File: src/rtl/adder_share_ctrl.sv
// rtl/adder_share_ctrl.sv - shared approximate ripple adder for two requesters (optional ADDER_SHARE_ERR_MON_EN error monitor)
module adder_share_ctrl #(
    parameter int WIDTH       = 16,
    parameter int APPROX_BITS = 11
) (
    input  logic             clk,
    input  logic             rst_n,
    input  logic             req0_valid,
    output logic             req0_ready,
    input  logic [WIDTH-1:0] req0_a,
    input  logic [WIDTH-1:0] req0_b,
    input  logic             req1_valid,
    output logic             req1_ready,
    input  logic [WIDTH-1:0] req1_a,
    input  logic [WIDTH-1:0] req1_b,
`ifdef ADDER_SHARE_ERR_MON_EN
    input  logic             err_clr,
    output logic [WIDTH:0]   err_max,
`endif
    output logic             rsp_valid,
    input  logic             rsp_ready,
    output logic [WIDTH:0]   rsp_sum,
    output logic             rsp_id,
    output logic             busy
);

    typedef enum logic [1:0] {
        S_IDLE = 2'd0,
        S_CALC = 2'd1,
        S_RESP = 2'd2
    } state_t;

    state_t           state_q;
    state_t           state_d;
    logic             last_was1_q;
    logic [WIDTH-1:0] op_a_q;
    logic [WIDTH-1:0] op_b_q;
    logic             op_id_q;
    logic [WIDTH:0]   sum_q;
    logic             id_q;
    logic             accept;
    logic             gnt0;
    logic             gnt1;
    logic             grant;
    logic [WIDTH:0]   approx_sum;

    // Round-robin arbitration: a grant is only possible while the operand slot is free
    always_comb begin
        accept = 1'b0;
        gnt0   = 1'b0;
        gnt1   = 1'b0;
        if (rst_n && (state_q == S_IDLE || (state_q == S_RESP && rsp_ready))) begin
            accept = 1'b1;
        end
        gnt0  = accept && req0_valid && (!req1_valid || last_was1_q);
        gnt1  = accept && req1_valid && (!req0_valid || !last_was1_q);
        grant = gnt0 || gnt1;
    end

    assign req0_ready = gnt0;
    assign req1_ready = gnt1;

    // Next-state logic for IDLE -> CALC -> RESP
    always_comb begin
        state_d = state_q;
        case (state_q)
            S_IDLE: if (grant) state_d = S_CALC;
            S_CALC: state_d = S_RESP;
            S_RESP: if (rsp_ready) state_d = grant ? S_CALC : S_IDLE;
            default: state_d = S_IDLE;
        endcase
    end

    // Ripple adder: low bits pass b through and forward a as the carry, upper bits are exact
    always_comb begin
        logic c;
        approx_sum = '0;
        c          = 1'b0;
        for (int i = 0; i < WIDTH; i++) begin
            if (i < APPROX_BITS) begin
                approx_sum[i] = op_b_q[i];
                c             = op_a_q[i];
            end else begin
                approx_sum[i] = op_a_q[i] ^ op_b_q[i] ^ c;
                c             = (op_a_q[i] & op_b_q[i]) | (c & (op_a_q[i] ^ op_b_q[i]));
            end
        end
        approx_sum[WIDTH] = c;
    end

    // State, operand capture at grant and result capture leaving CALC
    always_ff @(posedge clk) begin
        if (!rst_n) begin
            state_q     <= S_IDLE;
            last_was1_q <= 1'b1;
            op_a_q      <= '0;
            op_b_q      <= '0;
            op_id_q     <= 1'b0;
            sum_q       <= '0;
            id_q        <= 1'b0;
        end else begin
            state_q <= state_d;
            if (grant) begin
                op_a_q      <= gnt1 ? req1_a : req0_a;
                op_b_q      <= gnt1 ? req1_b : req0_b;
                op_id_q     <= gnt1;
                last_was1_q <= gnt1;
            end
            if (state_q == S_CALC) begin
                sum_q <= approx_sum;
                id_q  <= op_id_q;
            end
        end
    end

    assign rsp_valid = (state_q == S_RESP);
    assign rsp_sum   = sum_q;
    assign rsp_id    = id_q;
    assign busy      = (state_q != S_IDLE);

`ifdef ADDER_SHARE_ERR_MON_EN
    logic [WIDTH:0] exact_sum;
    logic [WIDTH:0] err_cur;
    logic [WIDTH:0] err_q;
    logic [WIDTH:0] err_max_q;

    // Exact reference and absolute error of the result being computed
    always_comb begin
        exact_sum = {1'b0, op_a_q} + {1'b0, op_b_q};
        err_cur   = (exact_sum >= approx_sum) ? (exact_sum - approx_sum) : (approx_sum - exact_sum);
    end

    // Track the worst error; a result counts once the consumer takes it
    always_ff @(posedge clk) begin
        if (!rst_n) begin
            err_q     <= '0;
            err_max_q <= '0;
        end else begin
            if (state_q == S_CALC) err_q <= err_cur;
            if (err_clr) begin
                err_max_q <= '0;
            end else if (state_q == S_RESP && rsp_ready && err_q > err_max_q) begin
                err_max_q <= err_q;
            end
        end
    end

    assign err_max = err_max_q;
`endif

endmodule

File: config.mk
export PLATFORM = sky130hd
export DESIGN_NAME = adder_share_ctrl
export DESIGN_NICKNAME = d
export VERILOG_FILES = /design/src/rtl/adder_share_ctrl.sv
export SDC_FILE = /design/constraint.sdc
export NUM_CORES = 1
export LEC_CHECK = 0
export ABC_AREA = 1
export BUFFER_PORTS_ARGS = -buffer_cell sky130_fd_sc_hd__buf_2
export CAP_MARGIN = 20
export CORE_ASPECT_RATIO = 0.5
export CORE_MARGIN = 8
export CORE_UTILIZATION = 35
export DETAILED_ROUTE_END_ITERATION = 16
export GPL_TIMING_DRIVEN = 0
export MAX_ROUTING_LAYER = met4
export PLACE_DENSITY = 0.65
export SLEW_MARGIN = 30
export SYNTH_ARGS = -nofsm -noshare
export SYNTH_HDL_FRONTEND = slang
export SYNTH_SLANG_ARGS = --single-unit
File: constraint.sdc
create_clock -name clk -period 5.4 [get_ports clk]
set_input_delay 0 -clock clk [delete_from_list [all_inputs] [get_ports clk]]
set_output_delay 0 -clock clk [all_outputs]
set_load 0.05 [all_outputs]
==> flow_summary.json, run 1 <==
{
  "arrival_ps": 2710,
  "drv_cap": 0,
  "fmax_mhz": 400.3,
  "crit_path_start": "op_a_q[10]$_SDFFE_PN0P_",
  "clkSinkCount": 44,
  "rr_worst_depth": 9,
  "multi_input_area_sq_um": 1051,
  "worstPathRequired_ps": 5610,
  "place_ws_ps": 2897,
  "grt_pass1_vias": 2047,
  "synth_nets": 407,
  "fin_tns_setup_ps": 0,
  "p_leak_nw": 1.584,
  "root_buffer": "clkbuf_16",
  "synth_warnings": 0,
  "fp.dieH_um": 72.15,
  "fin_crit_ps": 2498,
  "ios": 91,
  "powerDensity_nw_per_um2": 320.2,
  "dr.pass1.iters": 4,
  "critPathMaxFanout": 2,
  "finalHoldViolCount": 0,
  "vias": 2108,
  "holdBufCountCts": 0,
  "drtIter0Drc": 69,
  "fillers": 675,
  "cts_tree": "done",
  "ctsResizeCount": 0,
  "rr_startpoint": "op_a_q[10]$_SDFFE_PN0P_",
  "antennaDiodeCount": 0,
  "tightest_slew_ps": 509.0,
  "slew_violations": 0,
  "worst_clock_skew_ps": 1.925,
  "grt_antenna_before_repair": 0,
  "worstSetupPathType": "reg -> reg",
  "cp-end-kind": "flop",
  "routed_wl_mm": 5.889,
  "relSlewSlack": 0.6606,
  "fp.dieW_um": 128.3,
  "report.power.total_w": 0.0008994,
  "gp_congestion": 0.8334,
  "outcome": "completed",
  "r2r_end": "rsp_sum[15]$_SDFFE_PN0N_",
  "synth_seq_cells": 44,
  "cts_setup_buffers": 0,
  "finalCritPeriodShare": 0.4626,
  "synth_cells": 333,
  "post_drt_wl_per_cell_um": 11.83,
  "seq_area_frac_synth": 0.3991,
  "drc": 0,
  "grt_pass1_wl_mm": 9.873,
  "setup_viol": 0,
  "r2r_slack_ps": 2900,
  "placementRows": 20,
  "fin_nets": 483,
  "syn_avg_cell_area_sq_um": 6.628,
  "cts_htree_levels": 2,
  "start_kind": "flop",
  "grt_max_degree": 13,
  "netlist_area_sq_um": 2207,
  "peakVddDrop_v": 0.0001327,
  "area_delta_synth_final_pct": 27.27,
  "port_buffers": 69,
  "hpwlAfterDp_mm": 4.457,
  "hold_ws_ps": 10.33,
  "drive_gt1_frac": 0.2341,
  "seqCellArea_sq_um": 880.8,
  "fin_ws_ps": 2902,
  "clock_path_buffers": 2,
  "die_area_sq_um": 9257,
  "clkLatencyLatePin_ps": 280,
  "cts_buffers": 5,
  "rsz0062_at_grt": "false",
  "synth_cell_types": 20,
  "hp-class": "in -> reg",
  "layout.cells.non_filler": 498,
  "core_area_sq_um": 6081,
  "numPlacedInstances": 490,
  "antenna_left": 0,
  "grt.total_usage": 0.1380,
  "gr-total-overflow": 0,
  "crit_end": "rsp_sum[15]$_SDFFE_PN0N_",
  "vias_per_cell": 4.233,
  "start_util": 0.3630,
  "clkTransAtPathRegs_ps": 60
}
-- worst max-delay path: stages (launching register included) --
cell and delay (ps):
dfxtp_1 290, inv_1 90, fa_1 190, inv_1 60, fa_1 390, fa_1 390, fa_1 400, inv_1 80
fa_1 430, a21oi_1 130
-- cell usage in the layout (no fill, tap or decap), drive strengths merged --
master   n
nor2    91
buf     82
nand2   77
dfxtp   44
inv     44
o21ai   18
clkbuf  14
nand3b  12
a21oi   11
nand3   10
fa       5
o211ai   1
o22ai    1
-- cell usage after synthesis --
master    number  area share
a21oi_2        1      0.0040
buf_2          7       0.016
o211ai_1       1      0.0034
nor2_1        89        0.15
dfxtp_1       44        0.40
o22ai_1        1      0.0028
nor2_4         1      0.0051
buf_4          4       0.014
nand2_2        3      0.0085
nand2_1       74        0.13
buf_6          2       0.010
inv_2          2      0.0034
clkbuf_1       6       0.010
inv_1         42       0.071
o21ai_0       18       0.041
a21oi_1       10       0.023
nand3_1       10       0.023
fa_1           5       0.045
nor2_2         1      0.0028
nand3b_1      12       0.041
-- registers in the layout, summed over array words and instances, names as in the netlist --
signal and flops:
rsp_sum 17, op_b_q 16, last_was1_q 1, op_id_q 1
op_a_q 6, rsp_id 1, state_q 2
-- worst min path at each step --
stage / startpoint / end / depth (start not counted)
finish: rst_n / rsp_sum[16]$_SDFFE_PN0N_ / 3
global route: req0_b[8] / op_b_q[8]$_SDFFE_PN0P_ / 5
CTS: rst_n / rsp_sum[16]$_SDFFE_PN0N_ / 3
detailed placement: req0_a[11] / op_a_q[11]$_SDFFE_PN0P_ / 5
global placement: req0_b[9] / op_b_q[9]$_SDFFE_PN0P_ / 5
floorplan: req0_a[10] / op_a_q[10]$_SDFFE_PN0P_ / 4
-- stage by stage --
stage | area (sq um) | utilization
floorplan | 2207 | -
global placement | 2663 | 0.4379
detailed placement | 2663 | 0.4379
CTS | 2809 | 0.4619
global route | 2809 | 0.4619
finish | 2809 | 0.4619
-- metal layers --
metal  vias to the layer above  wire (um)  global-route usage
met5                         -          0                   -
met4                         0         34             0.03525
met3                         2        217             0.03289
met2                        34       2791              0.2264
met1                       919       2846              0.1683
li1                       1153          -                   -
-- cell families (layout without fill, tap and decap cells) --
family	count (synthesis)	in the layout	share of synthesized area
flip-flops	44	44	0.3991
adder cells (fa/ha/maj)	5	5	0.04535
AND/OR/NAND/NOR	190	190	0.3571
buffers and inverters	63	140	0.1247
AO/OA/AOI/OAI	31	31	0.07370
-- layout make-up --
class                           count  share of cell area
Sequential cell                    44              0.3136
Timing Repair Buffer               69              0.1229
Inverter                           44             0.05880
Clock buffer                        8             0.05212
Tap cell                           88             0.03920
Buffer                             19             0.03920
Multi-Input combinational cell    226              0.3742
-- power by group --
part	switching [W]	leakage (nW)	total, W	internal, W
Combinational	0.000152	1.15	0.000227	0.0000750
Sequential	0.0000145	0.363	0.000373	0.000358
Clock	0.000115	0.0712	0.000300	0.000184
No activity file was read; power rests on OpenSTA's default activity.
==> run 2, diff against run 1 <==
==> constraint.sdc (replaced) <==
create_clock -name clk -period 2.5 [get_ports clk]
set_input_delay 0 -clock clk [delete_from_list [all_inputs] [get_ports clk]]
set_output_delay 0 -clock clk [all_outputs]
set_load 0.05 [all_outputs]
==> flow_summary.json, run 2 (synthesis results as in run 1) <==
{
  "cp-end-kind": "flop",
  "grt_pass1_vias": 2047,
  "fin_crit_ps": 2347,
  "path_delay_family": "adder cells",
  "grt.total_usage": 0.1380,
  "p_comb_frac": 0.253,
  "clkLatencyLatePin_ps": 280,
  "start_kind": "flop",
  "grt_antenna_before_repair": 0,
  "final_cell_area_sq_um": 2816,
  "root_buffer": "clkbuf_16",
  "power.share.sequential": 0.415,
  "worst_clock_skew_ps": 1.632,
  "finalCritPeriodShare": 0.9386,
  "gr-total-overflow": 0,
  "antenna_left": 0,
  "drc": 0,
  "fmax_mhz": 426.2,
  "grt_max_degree": 13,
  "hpwlAfterDp_mm": 4.457,
  "antennaDiodeCount": 0,
  "core_area_sq_um": 6081,
  "setup_viol": 0,
  "clock_path_buffers": 2,
  "vias_per_cell": 4.229,
  "gp_congestion": 0.8334,
  "ios": 91,
  "cts_buffers": 5,
  "die_area_sq_um": 9257,
  "critPathMaxFanout": 2,
  "placed_area_sq_um": 2663,
  "fin_nets": 483,
  "outcome": "completed",
  "slew_violations": 0,
  "vias": 2106,
  "worstSetupPathType": "reg -> reg",
  "finalHoldViolCount": 0,
  "largest_register_ffs": 17,
  "cp_slowest_stage_delay_ps": 420,
  "fin_tns_setup_ps": 0,
  "cts_htree_levels": 2,
  "sw_frac_of_total": 0.3134,
  "post_drt_wl_per_cell_um": 11.79,
  "placementRows": 20,
  "tightest_slew_ps": 502.3,
  "drtIter0Drc": 73,
  "p_leak_nw": 1.578,
  "clkTransAtPathRegs_ps": 60,
  "layout_commonest_cell": "nor2_1",
  "dr.pass1.iters": 4,
  "hp-class": "in -> reg",
  "switching_power_w": 0.0006097,
  "relSlewSlack": 0.6651,
  "arrival_ps": 2560,
  "critPathBufInv": 3,
  "drv_cap": 0,
  "clkSinkCount": 44,
  "worstPathRequired_ps": 2710,
  "routed_wl_mm": 5.873,
  "rsz0062_at_grt": "false",
  "port_buffers": 69,
  "grt_pass1_wl_mm": 9.873,
  "slowest_stage": "fa_1",
  "power_frac_clock": 0.333,
  "fp.dieW_um": 128.3,
  "cts_setup_buffers": 0,
  "powerDensity_nw_per_um2": 690.8,
  "fp.dieH_um": 72.15,
  "start_util": 0.3630,
  "drive_gt1_frac": 0.2439,
  "path_cells": "inv_1, fa_1, inv_1, fa_2, fa_2, fa_2, inv_1, fa_1, a21oi_1",
  "area_delta_synth_final_pct": 27.61,
  "cts_tree": "done",
  "peakVddDrop_v": 0.0002857,
  "final_cell_mix": "89 x nor2_1, 76 x buf_2, 74 x nand2_1",
  "internal-power_w": 0.001336
}
-- run 2: cell counts in the layout (fill, tap and decap cells not counted) --
No cell type changed its count.
-- run 2: cell type report --
type                       instances  area [sq um]
clock buffer                       8         146.4
tap                               88         110.1
sequential                        44         880.8
buffer                            19         110.1
fill                             673          3264
multi-input combinational        226          1059
inverter                          44         165.2
timing repair buffer              69         345.3
-- run 2: worst reg2reg max path, cell delays in order (launching register included) --
cell and delay (ps):
dfxtp_1 290, inv_1 90, fa_1 180, inv_1 60, fa_2 340, fa_2 340
fa_2 350, inv_1 70, fa_1 430, a21oi_1 120
-- run 2: worst paths after layout --
| path | from | endpoint | slack, ps | cells after the start |
|---|---|---|---|---|
| setup / recovery | op_a_q[11]$_SDFFE_PN0P_ | rsp_sum[15]$_SDFFE_PN0N_ | 150 | 9 |
| hold / removal | rst_n | rsp_sum[16]$_SDFFE_PN0N_ | 10 | 3 |
| setup reg to reg | op_a_q[11]$_SDFFE_PN0P_ | rsp_sum[15]$_SDFFE_PN0N_ | 150 | 9 |
| hold reg to reg | op_b_q[10]$_SDFFE_PN0P_ | rsp_sum[10]$_SDFFE_PN0N_ | 460 | 2 |
-- run 2: per-stage QoR --
step	total power [W]	util	instances	worst slack, ps	hold slack [ps]
after floorplan	0.001173	-	333	196.5	203.7
after global placement	0.001306	0.4379	490	56.47	295.7
after detailed placement	0.001314	0.4379	490	-2.826	300.9
after CTS	0.001962	0.4623	498	37.07	7.566
after global routing	0.002064	0.4632	498	57.93	44.32
final	0.001946	0.4632	498	153.5	10.92
-- run 2: power by group through the flow --
stage,clock network (W),registers [W],logic [W]
after floorplan,0,0.000919,0.000254
after global placement,0,0.000820,0.000486
after detailed placement,0,0.000821,0.000493
after CTS,0.000660,0.000806,0.000496
after global routing,0.000700,0.000816,0.000548
final,0.000647,0.000807,0.000492
-- run 2: routing by layer --
metal  track usage  wire length (um)  up-vias
met5             -                 0        -
met4       0.03525                34        0
met3       0.03289               203        2
met1        0.1683              2818      918
li1              -                 -     1150
met2        0.2264              2817       36
-- run 2: timing repair --
| action | 4_1_cts | 5_1_grt |
|---|---|---|
| setup endpoints to repair | 1 | 1 |
| gates resized for setup | 1 | 3 |
| hold buffers | 0 | 0 |
